[config.mk]
export PLATFORM = sky130hd
export DESIGN_NAME = dmu_sii_req_tx
export DESIGN_NICKNAME = d
export VERILOG_FILES = /design/src/rtl/dmu_sii_req_tx.sv
export SDC_FILE = /design/constraint.sdc
export NUM_CORES = 1
export LEC_CHECK = 0
export ABC_AREA = 1
export CAP_MARGIN = 25
export CORE_MARGIN = 5
export CORE_UTILIZATION = 56
export CTS_CLUSTER_DIAMETER = 120
export DETAILED_ROUTE_END_ITERATION = 10
export GPL_TIMING_DRIVEN = 0
export PLACE_DENSITY = 0.83
export REMOVE_ABC_BUFFERS = 1
export SETUP_SLACK_MARGIN = 0.05
export SLEW_MARGIN = 20
export SYNTH_ARGS = -nofsm -noshare
export SYNTH_HDL_FRONTEND = slang
export SYNTH_SLANG_ARGS = --single-unit
[constraint.sdc]
create_clock -name iol2clk -period 39.3 [get_ports iol2clk]
set_input_delay 7.86 -clock iol2clk [delete_from_list [all_inputs] [get_ports iol2clk]]
set_output_delay 7.86 -clock iol2clk [all_outputs]
set_load 0.01 [all_outputs]
[src/rtl/dmu_sii_req_tx.sv]
// DMU -> SII request transmitter: header/payload sequencing, write-credit tracking, lane parity.
// Optional feature macro DMU_SII_TX_PARITY_INJ_EN adds inj_par_err to corrupt parity lane 0.
package dmu_sii_req_tx_pkg;
  localparam int unsigned HDR_W   = 128;
  localparam int unsigned DATA_W  = 128;
  localparam int unsigned BE_W    = 16;
  localparam int unsigned PAR_W   = 8;
  localparam int unsigned LANE_W  = 16;
  localparam int unsigned TAG_W   = 4;
  localparam int unsigned TAG_LSB = 64;
  localparam int unsigned CRD_W   = 5;

  localparam logic [1:0] REQ_RD    = 2'b00;
  localparam logic [1:0] REQ_WR    = 2'b01;
  localparam logic [1:0] REQ_RSV   = 2'b10;
  localparam logic [1:0] REQ_MONDO = 2'b11;

  typedef struct packed {
    logic [DATA_W-1:0] data;
    logic [BE_W-1:0]   be;
  } pld_beat_t;
endpackage

module dmu_sii_req_tx
  import dmu_sii_req_tx_pkg::*;
#(
  parameter int unsigned WR_CREDITS = 16
) (
  input  logic              iol2clk,
  input  logic              rst,
`ifdef DMU_SII_TX_PARITY_INJ_EN
  input  logic              inj_par_err,
`endif
  input  logic              req_vld,
  input  logic [1:0]        req_type,
  input  logic              req_bypass,
  input  logic [HDR_W-1:0]  req_hdr,
  output logic              req_rdy,
  input  logic              pld_vld,
  output logic              pld_rdy,
  input  logic [DATA_W-1:0] pld_data,
  input  logic [BE_W-1:0]   pld_be,
  output logic              dmu_sii_hdr_vld,
  output logic              dmu_sii_reqbypass,
  output logic              dmu_sii_datareq,
  output logic              dmu_sii_datareq16,
  output logic [DATA_W-1:0] dmu_sii_data,
  output logic [PAR_W-1:0]  dmu_sii_parity,
  output logic [BE_W-1:0]   dmu_sii_be,
  input  logic              sii_dmu_wrack_vld,
  input  logic [TAG_W-1:0]  sii_dmu_wrack_tag,
  output logic [CRD_W-1:0]  wr_credits,
  output logic [1:0]        err_sticky
);

  localparam int unsigned FIFO_D = 4;
  localparam int unsigned PTR_W  = 2;
  localparam int unsigned CNT_W  = 3;
  localparam int unsigned BEAT_W = 3;
  localparam int unsigned NTAGS  = 16;
  localparam logic [CRD_W-1:0] CRD_MAX = CRD_W'(WR_CREDITS);

  typedef enum logic [1:0] {S_IDLE, S_HDR, S_PLD} state_e;

  state_e            state_q, state_d;
  logic [BEAT_W-1:0] beats_q, beats_d;
  pld_beat_t         mem_q [FIFO_D];
  logic [PTR_W-1:0]  wr_ptr_q, rd_ptr_q;
  logic [CNT_W-1:0]  cnt_q, cnt_d;
  logic [CRD_W-1:0]  credits_q, credits_d;
  logic [NTAGS-1:0]  outst_q, outst_d;
  logic [1:0]        err_q, err_d;
  logic              hdr_vld_q, hdr_vld_d;
  logic              bypass_q, bypass_d;
  logic              datareq_q, datareq_d;
  logic              datareq16_q, datareq16_d;
  logic [DATA_W-1:0] data_q, data_d;
  logic [BE_W-1:0]   be_q, be_d;
  logic [PAR_W-1:0]  par_q, par_d;

  logic [BEAT_W-1:0] need_c;
  logic [TAG_W-1:0]  req_tag;
  logic is_wr, is_rsv, wr_ok, fifo_ok, eligible, accept, wr_acc;
  logic push, pop, ack_ok, ack_bad;

  // Payload beats each request type consumes from the FIFO
  always_comb begin
    need_c = '0;
    case (req_type)
      REQ_WR:    need_c = BEAT_W'(4);
      REQ_MONDO: need_c = BEAT_W'(1);
      default:   need_c = '0;
    endcase
  end

  assign req_tag  = req_hdr[TAG_LSB +: TAG_W];
  assign is_wr    = (req_type == REQ_WR);
  assign is_rsv   = (req_type == REQ_RSV);
  assign wr_ok    = !is_wr || ((credits_q != '0) && !outst_q[req_tag]);
  assign fifo_ok  = (cnt_q >= need_c);
  // A new request may start once no payload beats remain to be sent
  assign eligible = (beats_q == '0);
  assign req_rdy  = !rst && eligible && fifo_ok && wr_ok;
  assign accept   = req_vld && req_rdy;
  assign wr_acc   = accept && is_wr;
  assign pld_rdy  = !rst && (cnt_q != CNT_W'(FIFO_D));
  assign push     = pld_vld && pld_rdy;
  assign pop      = (state_q != S_IDLE) && (beats_q != '0);
  assign ack_ok   = sii_dmu_wrack_vld && outst_q[sii_dmu_wrack_tag];
  assign ack_bad  = sii_dmu_wrack_vld && !outst_q[sii_dmu_wrack_tag];
  assign cnt_d    = cnt_q + CNT_W'(push) - CNT_W'(pop);

  // Next bus cycle: payload beat, new header, or idle
  always_comb begin
    state_d     = S_IDLE;
    beats_d     = '0;
    hdr_vld_d   = 1'b0;
    bypass_d    = 1'b0;
    datareq_d   = 1'b0;
    datareq16_d = 1'b0;
    data_d      = '0;
    be_d        = '0;
    par_d       = '0;
    if (pop) begin
      state_d = S_PLD;
      beats_d = beats_q - BEAT_W'(1);
      data_d  = mem_q[rd_ptr_q].data;
      be_d    = mem_q[rd_ptr_q].be;
    end else if (accept && !is_rsv) begin
      state_d     = S_HDR;
      beats_d     = need_c;
      hdr_vld_d   = 1'b1;
      bypass_d    = req_bypass;
      datareq_d   = (req_type != REQ_RD);
      datareq16_d = (req_type == REQ_MONDO);
      data_d      = req_hdr;
    end
    for (int i = 0; i < PAR_W; i++) begin
      par_d[i] = ^data_d[LANE_W*i +: LANE_W];
    end
  end

  // Credit pool, outstanding-tag bitmap and sticky errors
  always_comb begin
    outst_d   = outst_q;
    credits_d = credits_q;
    err_d     = err_q;
    if (ack_ok) outst_d[sii_dmu_wrack_tag] = 1'b0;
    if (wr_acc) outst_d[req_tag] = 1'b1;
    if (wr_acc && !ack_ok) begin
      credits_d = credits_q - CRD_W'(1);
    end else if (ack_ok && !wr_acc && (credits_q < CRD_MAX)) begin
      credits_d = credits_q + CRD_W'(1);
    end
    if (ack_bad) err_d[1] = 1'b1;
    if (accept && is_rsv) err_d[0] = 1'b1;
  end

  always_ff @(posedge iol2clk) begin
    if (rst) begin
      state_q     <= S_IDLE;
      beats_q     <= '0;
      wr_ptr_q    <= '0;
      rd_ptr_q    <= '0;
      cnt_q       <= '0;
      credits_q   <= CRD_MAX;
      outst_q     <= '0;
      err_q       <= '0;
      hdr_vld_q   <= 1'b0;
      bypass_q    <= 1'b0;
      datareq_q   <= 1'b0;
      datareq16_q <= 1'b0;
      data_q      <= '0;
      be_q        <= '0;
      par_q       <= '0;
    end else begin
      state_q     <= state_d;
      beats_q     <= beats_d;
      wr_ptr_q    <= wr_ptr_q + PTR_W'(push);
      rd_ptr_q    <= rd_ptr_q + PTR_W'(pop);
      cnt_q       <= cnt_d;
      credits_q   <= credits_d;
      outst_q     <= outst_d;
      err_q       <= err_d;
      hdr_vld_q   <= hdr_vld_d;
      bypass_q    <= bypass_d;
      datareq_q   <= datareq_d;
      datareq16_q <= datareq16_d;
      data_q      <= data_d;
      be_q        <= be_d;
      par_q       <= par_d;
    end
  end

  always_ff @(posedge iol2clk) begin
    if (push) mem_q[wr_ptr_q] <= '{data: pld_data, be: pld_be};
  end

  assign dmu_sii_hdr_vld   = hdr_vld_q;
  assign dmu_sii_reqbypass = bypass_q;
  assign dmu_sii_datareq   = datareq_q;
  assign dmu_sii_datareq16 = datareq16_q;
  assign dmu_sii_data      = data_q;
  assign dmu_sii_be        = be_q;
  assign wr_credits        = credits_q;
  assign err_sticky        = err_q;

`ifdef DMU_SII_TX_PARITY_INJ_EN
  assign dmu_sii_parity = par_q ^ {{(PAR_W-1){1'b0}}, inj_par_err && (state_q != S_IDLE)};
`else
  assign dmu_sii_parity = par_q;
`endif

endmodule

# ---- Word-level counts from Yosys, hierarchy flattened
# Memories as Yosys holds them, arrays and structs flattened. A register that Yosys moved wholly into a read port is not among the register bits.
# Index checks and enable logic that the tools add are counted.
dict set report word_totals {
  elab_cells 106
  n_memories 1
  output_inout_bits 165
  register_bits 191
  in_bits 284
  mem_bits_rw 576
}
# name depth width rd rd_clocked_by_memory_dff wr line_no
set mem_list {}
lappend mem_list {mem_q 4 144 1 1 1 67} ;# pld_beat_t mem_q [FIFO_D];
dict set report classes {
  addsub 7
  eq_ne 4
  reduce_logical 43
  bitwise 5
  order_cmp 6
  mux 23
}
# op count
set op_table {}
lappend op_table {{$mux 128} 2}
lappend op_table {{$reduce_xor 16->1} 8}
lappend op_table {{$mux 16} 2}
lappend op_table {{$logic_and 1x1->1} 18}
lappend op_table {{$and 16x16->16} 1}
lappend op_table {{$not 16->16} 1}
lappend op_table {{$or 16x16->16} 1}
lappend op_table {{$lt 4x5->1 const B} 2}
lappend op_table {{$mux 5} 2}
lappend op_table {{$bmux 1 s4} 2}
lappend op_table {{$demux 1 s4} 2}
lappend op_table {{$ge 4x1->1 const B} 2}
lappend op_table {{$mux 1} 8}
lappend op_table {{$logic_not 1->1} 7}
lappend op_table {{$mux 3} 2}
lappend op_table {{$pmux 3 s2} 1}
lappend op_table {{$reduce_bool 2->1} 3}
lappend op_table {{$add 5x1->5 const B} 1}
lappend op_table {{$lt 5x5->1 const B} 1}
lappend op_table {{$reduce_bool 5->1} 1}
lappend op_table {{$sub 5x1->5 const B} 1}
lappend op_table {{$add 2x1->2} 2}
lappend op_table {{$eq 2x2->1 const B} 2}
lappend op_table {{$mux 2} 2}
lappend op_table {{12 further kinds} 14}

# ---- Depth between registers and ports, before layout
dict set report depth {
  depth_word 13
  ltp_mapped 23
  ltp_nobuf 23
}

# ---- Worst setup path after synthesis
# No wires, ideal clock.
dict set report synth_path {
  path_kind {input to register}
  start {input rst}
  end {memory mem_q[0][0] in the netlist's numbering (enable)}
  arrival_ns 18.262
  setup_time_ns 0.825
  n_path_buf 1
  stages 4
  slack_ns 20.213
  required_ns 38.475
  cell_sequence {clkbuf_1 > a31oi_1 > nand2_1 > nor3_1}
}
dict set report synth_via {
  elab_chain_cells 5
}
# item line_no
set synth_lines {}
lappend synth_lines {{start, declared} 30} ;# input logic rst,
lappend synth_lines {{$logic_not 1->1} 106} ;# assign pld_rdy = !rst && (cnt_q != CNT_W'(FIFO_D));
lappend synth_lines {{$logic_and 1x1->1} 106}
lappend synth_lines {{net pld_rdy} 40} ;# output logic pld_rdy,
lappend synth_lines {{$logic_and 1x1->1} 107} ;# assign push = pld_vld && pld_rdy;
lappend synth_lines {{$mux 1} 196} ;# if (push) mem_q[wr_ptr_q] <= '{data: pld_data, be: pld_be};
lappend synth_lines {{$mux 1 (not written as such)} 196}
lappend synth_lines {{end, declared} 67}
# The timed path passes the listed nets, and every way through them passes these cells.

# ---- Worst setup path after layout
dict set report layout_path {
  start {input req_hdr[64]}
  end {output req_rdy}
}
dict set report layout_via {
  elab_chain_cells 6
}
# item line_no
set layout_lines {}
lappend layout_lines {{start, declared} 37} ;# input logic [HDR_W-1:0] req_hdr,
lappend layout_lines {{$bmux 1 s4} 99} ;# assign wr_ok = !is_wr || ((credits_q != '0) && !outst_q[req_tag]);
lappend layout_lines {{$mux 1 (not written as such)} 99}
lappend layout_lines {{$logic_not 1->1} 99}
lappend layout_lines {{$logic_and 1x1->1} 99}
lappend layout_lines {{$logic_or 1x1->1} 99}
lappend layout_lines {{$logic_and 1x1->1} 103} ;# assign req_rdy = !rst && eligible && fifo_ok && wr_ok;
lappend layout_lines {{end, declared} 38} ;# output logic req_rdy,
# No other way between the ends. The select of a mux whose other input is x is not followed.

==> impl_metrics.env <==
export IMPL_outcome="finished clean"
export IMPL_multiInputGateArea_sq_um=9520
export IMPL_yosys_area_top_type_share_pct=53.7
export IMPL_post_synth_top_area_cell="edfxtp_1"
export IMPL_dieHeight_um=250
export IMPL_timing_critical_path_arrival_ps=10250
export IMPL_floorplan_die_area_sq_um=62400
export IMPL_cap_viol_max_count=0
export IMPL_setup_tns_ps=0
export IMPL_synth_flop_cell="edfxtp_1"
export IMPL_swShare_pct=22.8
export IMPL_wl_mm=84.4
export IMPL_most_instantiated_library_cell_after_synthesis="nand2_1"
export IMPL_grt_setup_unrepaired="false"
export IMPL_clock_latency_on_the_worst_skew_pair_ps=610
export IMPL_cts_path_max_buffers=3
export IMPL_vias_in_the_first_global_route=24600
export IMPL_synthesis_area_per_instance_sq_um=10.1
export IMPL_yosys_top_cells_area="edfxtp_1, dfxtp_1, nand2_1, nor2_1, a21oi_1"
export IMPL_total_track_usage_pct=26.3
export IMPL_place_hpwl_mm=56.6
export IMPL_final_min_period_over_clock_period_pct=46.1
export IMPL_power_net_switching_uw=417
export IMPL_required_ps=31440
export IMPL_synth_seq_area_share_pct=65.5
export IMPL_max_incr_delay_on_cp_ps=760
export IMPL_final_report_hold_violation_count=0
export IMPL_post_synth_inst_count=3202
export IMPL_ys_warn_count=0
export IMPL_p_leak_nw=16.4
export IMPL_ir_worst_vdd_uv=41.3
export IMPL_slew_violations=0
export IMPL_gp_congestion=0.911
export IMPL_area_delta_synth_final_pct=27.2
export IMPL_criticalPathCategory="primary input to output port"
export IMPL_port_buffers=448
export IMPL_worst_setup_path_start_kind="primary input"
export IMPL_antenna_left=0
export IMPL_finalWorstPathRequiredPeriod_ps=18110
export IMPL_cts_sink_count=766
export IMPL_drt_first_pass_iters=9
export IMPL_power_internal_mw=1.41
export IMPL_total_power_after_layout_mw=1.82
export IMPL_initial_core_util_pct=56.2
export IMPL_regArea_sq_um=21100
export IMPL_post_synthesis_register_bit_count=766
export IMPL_drc=0
export IMPL_finalSetupViolCount=0
export IMPL_number_of_enable_type_register_cells_in_the_synthesized_netlist=576
export IMPL_clock_tree_root_cell="clkbuf_16"
export IMPL_yosys_top_cells_count="nand2_1, nor2_1, edfxtp_1, a21oi_1, inv_1"
export IMPL_critPathMaxFanout=12
export IMPL_grt_start_max_net_pins=141
export IMPL_drive_above_1_share_pct=7.53
export IMPL_post_synth_instance_area_sq_um=32200
export IMPL_post_cts_repair_setup_buffers=0
export IMPL_clkPwrFrac_pct=40.9
export IMPL_cts_hold_fix_buffers=0
export IMPL_fillerInstances=3845
export IMPL_finClkSkew_ps=13.5
export IMPL_crit_path_end_kind="output port"
export IMPL_clk_pin_slew_worst_paths_ps=60
export IMPL_power_density_nw_per_um2=44.5
export IMPL_cts_htree_levels=3
export IMPL_globalRouteOverflowTotal=0
export IMPL_power_share_sequential_pct=49.5
export IMPL_ys_types=39
export IMPL_grt_pass1_wl_mm=131
export IMPL_detailedRoute_firstIterationViolations=1715
export IMPL_ys_async_sr_fraction_pct=0
export IMPL_max_slew_margin_rel_pct=40.1
export IMPL_combPwrFrac_pct=9.6
export IMPL_drt_vias_per_instance=5.48
export IMPL_antenna_found_initial=23
export IMPL_die_boundary_width_um=250
export IMPL_crit_top_cell="nand2_1"
export IMPL_total_via_count_in_the_routed_design=24800
export IMPL_cts_repair_resized=0
export IMPL_io_pins=449
export IMPL_cts_buffers_inserted=78
export IMPL_cts_tree="done"
export IMPL_measured_slew_at_the_worst_slew_check_pin_ps=892
export IMPL_slowest_stage="clkdlybuf4s50_1"
export IMPL_placement_rows=88
export IMPL_maxClockFrequency_mhz=55.2
export IMPL_final_net_count=3976
export IMPL_min_path_type="flip-flop to flip-flop"
export IMPL_critical_path_cell_chain="clkdlybuf4s50_1, inv_2, nand2_1, nand2_1, nand2_1, nand2_1, nand2_1, nand3_1, o21bai_2, and2_1, clkdlybuf4s50_1"
export IMPL_core_region_area_sq_um=57400
export IMPL_drt_wirelength_per_cell_um=18.6
==> critical path, delay by kind of cell <==
| family | cells | cell delay [ps] |
|---|---|---|
| buf+inv | 3 | 1490 |
| simple gates | 7 | 660 |
| compound gates | 1 | 250 |
==> per-stage QoR <==
step | util, % | area [sq um] | worst slack [ps] | std cells | hold WS [ps]
floorplan | - | 31500 | 20400 | 3047 | 434
global placement | 64.4 | 37000 | 6240 | 4260 | 445
detailed placement | 66.9 | 38400 | 21250 | 4366 | 456
CTS | 71.4 | 40900 | 21220 | 4510 | 470
global route | 71.5 | 41000 | 21070 | 4526 | 499
finish | 71.5 | 41000 | 21190 | 4528 | 474
==> state kept, by name (all words and copies together), names as in the netlist <==
| signal | count |
|---|---|
| mem_q | 576 |
| dmu_sii_data | 128 |
| dmu_sii_be | 16 |
| outst_q | 16 |
| dmu_sii_parity | 8 |
| wr_credits | 5 |
| beats_q | 3 |
| cnt_q | 3 |
| err_sticky | 2 |
| rd_ptr_q | 2 |
| wr_ptr_q | 2 |
| dmu_sii_datareq | 1 |
| dmu_sii_datareq16 | 1 |
| dmu_sii_hdr_vld | 1 |
| dmu_sii_reqbypass | 1 |
| state_q | 1 |
==> cells by family (layout without fill, tap and decap cells) <==
kind of cell | count (synthesis) | after routing | synth area share [%]
compound gates | 621 | 621 | 12.3
xor+xnor | 14 | 14 | 0.380
fa+ha+maj | 11 | 11 | 0.450
buf+inv | 408 | 951 | 5.12
flops | 766 | 766 | 65.5
other cells | 0 | 18 | 0
simple gates | 1382 | 1382 | 16.3
==> area by class of cell <==
cell class | instances | share of cell area, %
sequential | 766 | 51.5
multi-input combinational | 2028 | 23.2
timing repair buffer | 554 | 14.2
clock buffer | 99 | 5.07
inverter | 253 | 2.35
tap | 765 | 2.33
clock inverter | 45 | 1.27
antenna | 18 | 0.110
==> metal layers <==
metal / global-route usage [%] / routed length (um) / vias to the layer above
li1: - / - / 11800
met1: 32.4 / 32200 / 11900
met2: 45.7 / 42900 / 966
met3: 5.12 / 6050 / 187
met4: 10.5 / 3090 / 12
met5: 0 / 82 / -
==> power groups by stage <==
stage	Combinational, mW	Clock (mW)	Sequential (mW)
after floorplan	0.0827	0	0.930
after global placement	0.163	0	0.933
after global routing	0.195	0.793	0.904
after CTS	0.176	0.756	0.903
after detailed placement	0.173	0	0.920
final	0.176	0.746	0.903
==> placed cells by master (no fill, tap or decap), drive strengths merged, types with 5 or more instances in the layout <==
cell type / instances
a21oi: 236
a221oi: 80
a31oi: 21
a32oi: 6
buf: 107
bufinv: 9
clkbuf: 99
clkdlybuf4s50: 447
clkinv: 33
dfxtp: 190
diode: 18
edfxtp: 576
ha: 10
inv: 253
nand2: 747
nand3: 19
nor2: 607
nor3: 5
o21ai: 145
o21bai: 119
xnor2: 10
==> final timing paths <==
path | cells after the start | startpoint | slack [ps] | to
max | 11 | req_hdr[64] | 21190 | req_rdy
min | 1 | err_sticky[0] | 470 | err_sticky[0]
max reg2reg | 21 | beats_q[0] | 35670 | wr_credits[4]
min reg2reg | 1 | err_sticky[0] | 470 | err_sticky[0]
Power figures use the tool's default switching activity.
